### src/rtl/mseq_sat_cnt.sv
// Saturating up-counter with synchronous clear; clear wins over increment.
// Latency: count visible one CK after the inc/clr edge.
// Backpressure: none; holds at all-ones instead of wrapping.
// Ports:
//   CK_i, XARST_i : clock, async active-low reset
//   inc, clr      : increment request, synchronous clear
//   cnt           : current count
module mseq_sat_cnt #(
   parameter int C_W = 16
) (
   input  logic           CK_i,
   input  logic           XARST_i,
   input  logic           inc,
   input  logic           clr,
   output logic [C_W-1:0] cnt
);

   always_ff @(posedge CK_i or negedge XARST_i) begin
      if (!XARST_i) begin
         cnt <= '0;
      end else if (clr) begin
         cnt <= '0;
      end else if (inc && (cnt != '1)) begin
         cnt <= cnt + 1'b1;
      end
   end

endmodule

### config.mk
export PLATFORM = sky130hd
export DESIGN_NAME = mseq_sat_cnt
export DESIGN_NICKNAME = d
export VERILOG_FILES = /design/src/rtl/mseq_sat_cnt.sv
export SDC_FILE = /design/constraint.sdc
export NUM_CORES = 1
export LEC_CHECK = 0
export ABC_AREA = 1
export CAP_MARGIN = 15
export CORE_ASPECT_RATIO = 0.9
export CORE_MARGIN = 2
export CORE_UTILIZATION = 50
export DETAILED_ROUTE_END_ITERATION = 8
export PLACE_DENSITY = 0.83
export SYNTH_ARGS = -nofsm -noshare
export SYNTH_HDL_FRONTEND = slang
export SYNTH_SLANG_ARGS = --single-unit
### constraint.sdc
create_clock -name CK_i -period 2 [get_ports CK_i]
set_input_delay 0.2 -clock CK_i [delete_from_list [all_inputs] [get_ports CK_i]]
set_output_delay 0.2 -clock CK_i [all_outputs]
set_load 0.005 [all_outputs]
Word level (Yosys, flattened, before mapping)
Cells that the tools add are included.
{"block": "classes", "n_eq_ne": 1, "muxes": 2, "reduce_logical": 2, "addsub": 1}
{"cell": "$mux W16", "n": 2}
{"cell": "$add A16 B1 Y16 const B", "n": 1}
{"cell": "$ne A16 B16 Y1 const B", "n": 1}
{"cell": "$reduce_bool A2 Y1", "n": 1}
{"cell": "$logic_and A1 B1 Y1", "n": 1}
{"block": "word_totals", "out_inout_bits": 16, "word_cells": 7, "in_bits": 4, "register_bits": 16}

Logic depth before layout (Yosys ltp)
{"block": "depth", "depth_word": 4, "ltp_mapped": 10, "depth_no_buf": 9}

Worst setup path before layout
No wires, ideal clock.
{"block": "synth_path", "path_kind": "flip-flop to flip-flop", "startpoint": "register cnt[0]", "endpoint": "register cnt[2]", "n_path_buf": 1, "arrival_ps": 1417, "t_required_ps": 1934, "synth_period_minus_slack_ps": 1483, "path_stages_with_launch": 10, "slack_ps": 517, "setup_ps": 66, "cell_sequence": "dfrtp_1 > ha_1 > nand2_2 > nor2_4 > nand2_4 > nor2_1 > nor2_1 > buf_2 > nand4_1 > nand2_1"}
{"block": "synth_between", "elab_chain_len": 3, "word_cells_on_any_way": 6, "classes_between": "1 x add/sub; 1 x eq/ne; 2 x mux; 2 x reduce/logical"}
{"element": "start, declared", "line_no": "15", "source": "output logic [C_W-1:0] cnt"}
{"element": "start signal, assigned", "line_no": "24", "source": "cnt <= cnt + 1'b1;"}
{"element": "$add A16 B1 Y16 or $ne A16 B16 Y1 (tied branches)", "line_no": "24, 23"}
{"element": "$mux W16 or $logic_and A1 B1 Y1 (tied branches)", "line_no": "23", "source": "end else if (inc && (cnt != '1)) begin"}
{"element": "$mux W16 or $reduce_bool A2 Y1 (tied branches)"}
Parallel ways exist; a longest one is shown, timed or not. The select of a mux whose other input is x is not followed.
A chain may end at the register's enable or synchronous reset.

Final worst setup path
{"block": "layout_path", "startpoint": "register cnt[1]", "endpoint": "register cnt[10]"}
The elaborated chain is that of the path after synthesis.

==> key figures <==
Detailed routing
  • Total Routed Length: 2280 µm
  • Number of nets still failing antenna checks after routing: 0
  • DRC Markers: 0
  • Via count: 993
  • Pre-Repair DR Iteration Count: 4
  • WL per Instance: 12.1 µm
  • DR iter-0 viols: 31
  • Vias per cell: 5.25

Floorplan
  • Die H: 47.2 µm
  • Std cell rows: 15
  • Ports: 20
  • Die area: 0.00246 mm²
  • Core area: 0.00193 mm²
  • Initial core utilization: 53.7%
  • Width of the die: 52.0 µm

CTS
  • Setup bufs post-CTS: 0
  • Clock transition at the registers of the reported paths: 100 ps
  • Clock sink count: 16
  • Total CTS buffers: 3
  • CTS root buffer: clkbuf_4
  • # hold bufs at CTS: 0
  • CTS max path bufs: 2
  • CTS tree: yes
  • H-tree depth: 1
  • Resized Gates After CTS: 0
  • Worst-Skew Late Latency: 290 ps

Hold path
  • Worst Hold Class: in2async

Yosys
  • Library cells used by synthesis: 23
  • Sequential share of the synthesized area: 38.6%
  • Synth warnings: 0
  • Async set-reset flop share out of synthesis: 100%
  • Post-synth top area share: 38.6%
  • Largest area contributor in the netlist: dfrtp_1
  • Mean post-synth cell area: 7.20 µm²
  • Syn_nets: 149
  • Most frequent cell after synthesis: nand2_1
  • Ys flop type: dfrtp_1
  • Netlist Area Pre-Place: 0.00104 mm²
  • Dominant cells by area after synthesis: dfrtp_1 39%, nand2_1 20%, nand3_1 5.8%
  • Most frequent cells after synthesis: 55 x nand2_1, 16 x dfrtp_1, 14 x nor2_1
  • Syn Inst Count: 144
  • EDFF count, synth: 0
  • Seq cells post-synth: 16

Placed design
  • Dpl cells: 185
  • I/O Buffers: 19
  • Final GP Congestion: 0.914
  • DP Wirelength: 1670 µm
  • Setup WS pre-CTS: 46.4 ps

STA
  • Fin crit period: 1740 ps
  • RSZ-0062 raised after global routing: false
  • Setup TNS: 0 ps
  • Final Max Tran Viols: 0
  • Setup Viol. Count Final: 0
  • Slew HR: 51.1%
  • Slew @ Worst Pin: 731 ps
  • Final Hold Viols: 0
  • Max Fclk: 574 MHz
  • Worst Clk Skew: 2.25 ps
  • Period utilization: 87.1%
  • Setup ws final: 258 ps

Power and ir drop
  • Worst VDD drop: 0.000515 V
  • Leakage power: 0.000592 µW
  • Pwr dens: 472 mW/mm²

Global route
  • First-pass GRT wire length: 4000 µm
  • GR Overflow Total: 0
  • Vias in the first global route: 942
  • Tot GR Track Use: 22.7%
  • Initial antenna violation count: 0
  • Largest net degree at the start of global routing: 17

Worst setup path
  • Crit path launch type: flop
  • Crit Path Category: reg2reg
  • CP Max Fanout: 13
  • CP endpoint kind: flop
  • WP data arrival: 1980 ps
  • Critical path data required time: 2230 ps

Final layout
  • Top Registers: cnt x16
  • Number of flip-flops in the largest register: 16
  • Nets@finish: 170
  • Fraction of layout cells with a size suffix above 1: 9.15%
  • Area grow syn2layout: 22.3%
  • Final Non-Filler Cells: 189
  • Diode count: 0
  • Largest Register: cnt

Job
  • Max Cap Violations: 0

Run status
  • Status: complete, no violations
## worst max-delay path, stage by stage, from the launching register on
cell and delay [ps]:
dfrtp_1 430, ha_1 220, nand2_2 120, nor2_4 70, nand2_4 90, nor2_1 60
nor2_2 420, nand4_1 180, nand2_1 110
## layer usage
| metal | track usage [%] | part of all wire, % | vias up |
|---|---|---|---|
| li1 | - | - | 501 |
| met4 | 7.89 | 1.8 | 0 |
| met5 | 0 | 0 | - |
| met1 | 28.5 | 44 | 455 |
| met2 | 37.2 | 47 | 31 |
| met3 | 7.64 | 6.4 | 6 |
## cells in the final DEF, fill, tap and decap left out, drive strengths merged
| master | n |
|---|---|
| o21ai | 5 |
| a21oi | 1 |
| clkbuf | 4 |
| nand2 | 59 |
| nand3 | 12 |
| or2 | 1 |
| xnor2 | 2 |
| clkdlybuf4s50 | 19 |
| nor2 | 16 |
| o21bai | 2 |
| nor3 | 1 |
| dfrtp | 16 |
| ha | 1 |
| xor2 | 3 |
| nand4 | 9 |
| inv | 13 |
## kinds of logic after synthesis
logic type | Yosys count | synth area share (%)
fa+ha+maj | 1 | 1.21
flops | 16 | 38.6
compound gates | 8 | 5.43
buf+inv | 16 | 7.72
xor+xnor | 5 | 4.22
simple gates | 98 | 42.8
## final cells by class
type | instances | area [µm²]
clock buffer | 4 | 36.3
tap | 25 | 31.3
fill | 178 | 664
inverter | 13 | 51.3
timing repair buffer | 19 | 190
multi-input combinational | 112 | 559
sequential | 16 | 400
## power breakdown
group	internal (µW)	leakage, µW	switching [µW]
registers	327	0.000222	4.00
logic	18.4	0.000349	31.2
clock network	111	0.0000210	107
total	456	0.000592	142
## worst paths after layout
check / end / startpoint / slack [ps] / depth (start not counted)
min: cnt[4]$_DFFE_PN0P_ / XARST_i / 330 / 1
max in group asynchronous: cnt[2]$_DFFE_PN0P_ / XARST_i / 1210 / 1
min in group CK_i: cnt[14]$_DFFE_PN0P_ / cnt[14]$_DFFE_PN0P_ / 560 / 2
max: cnt[10]$_DFFE_PN0P_ / cnt[1]$_DFFE_PN0P_ / 260 / 8
max reg2reg: cnt[10]$_DFFE_PN0P_ / cnt[1]$_DFFE_PN0P_ / 260 / 8
min reg2reg: cnt[14]$_DFFE_PN0P_ / cnt[14]$_DFFE_PN0P_ / 560 / 2
## metrics by stage
step | cell area (µm²) | utilization, % | hold WS, ps | power (µW)
detailed placement | 1230 | 63.6 | 540 | 387
floorplan | 1040 | - | -95.6 | 365
CTS | 1270 | 65.5 | 347 | 607
finish | 1270 | 65.6 | 334 | 598
global placement | 1230 | 63.6 | 532 | 385
global route | 1270 | 65.6 | 371 | 629
No activity file was read; power rests on OpenSTA's default activity.
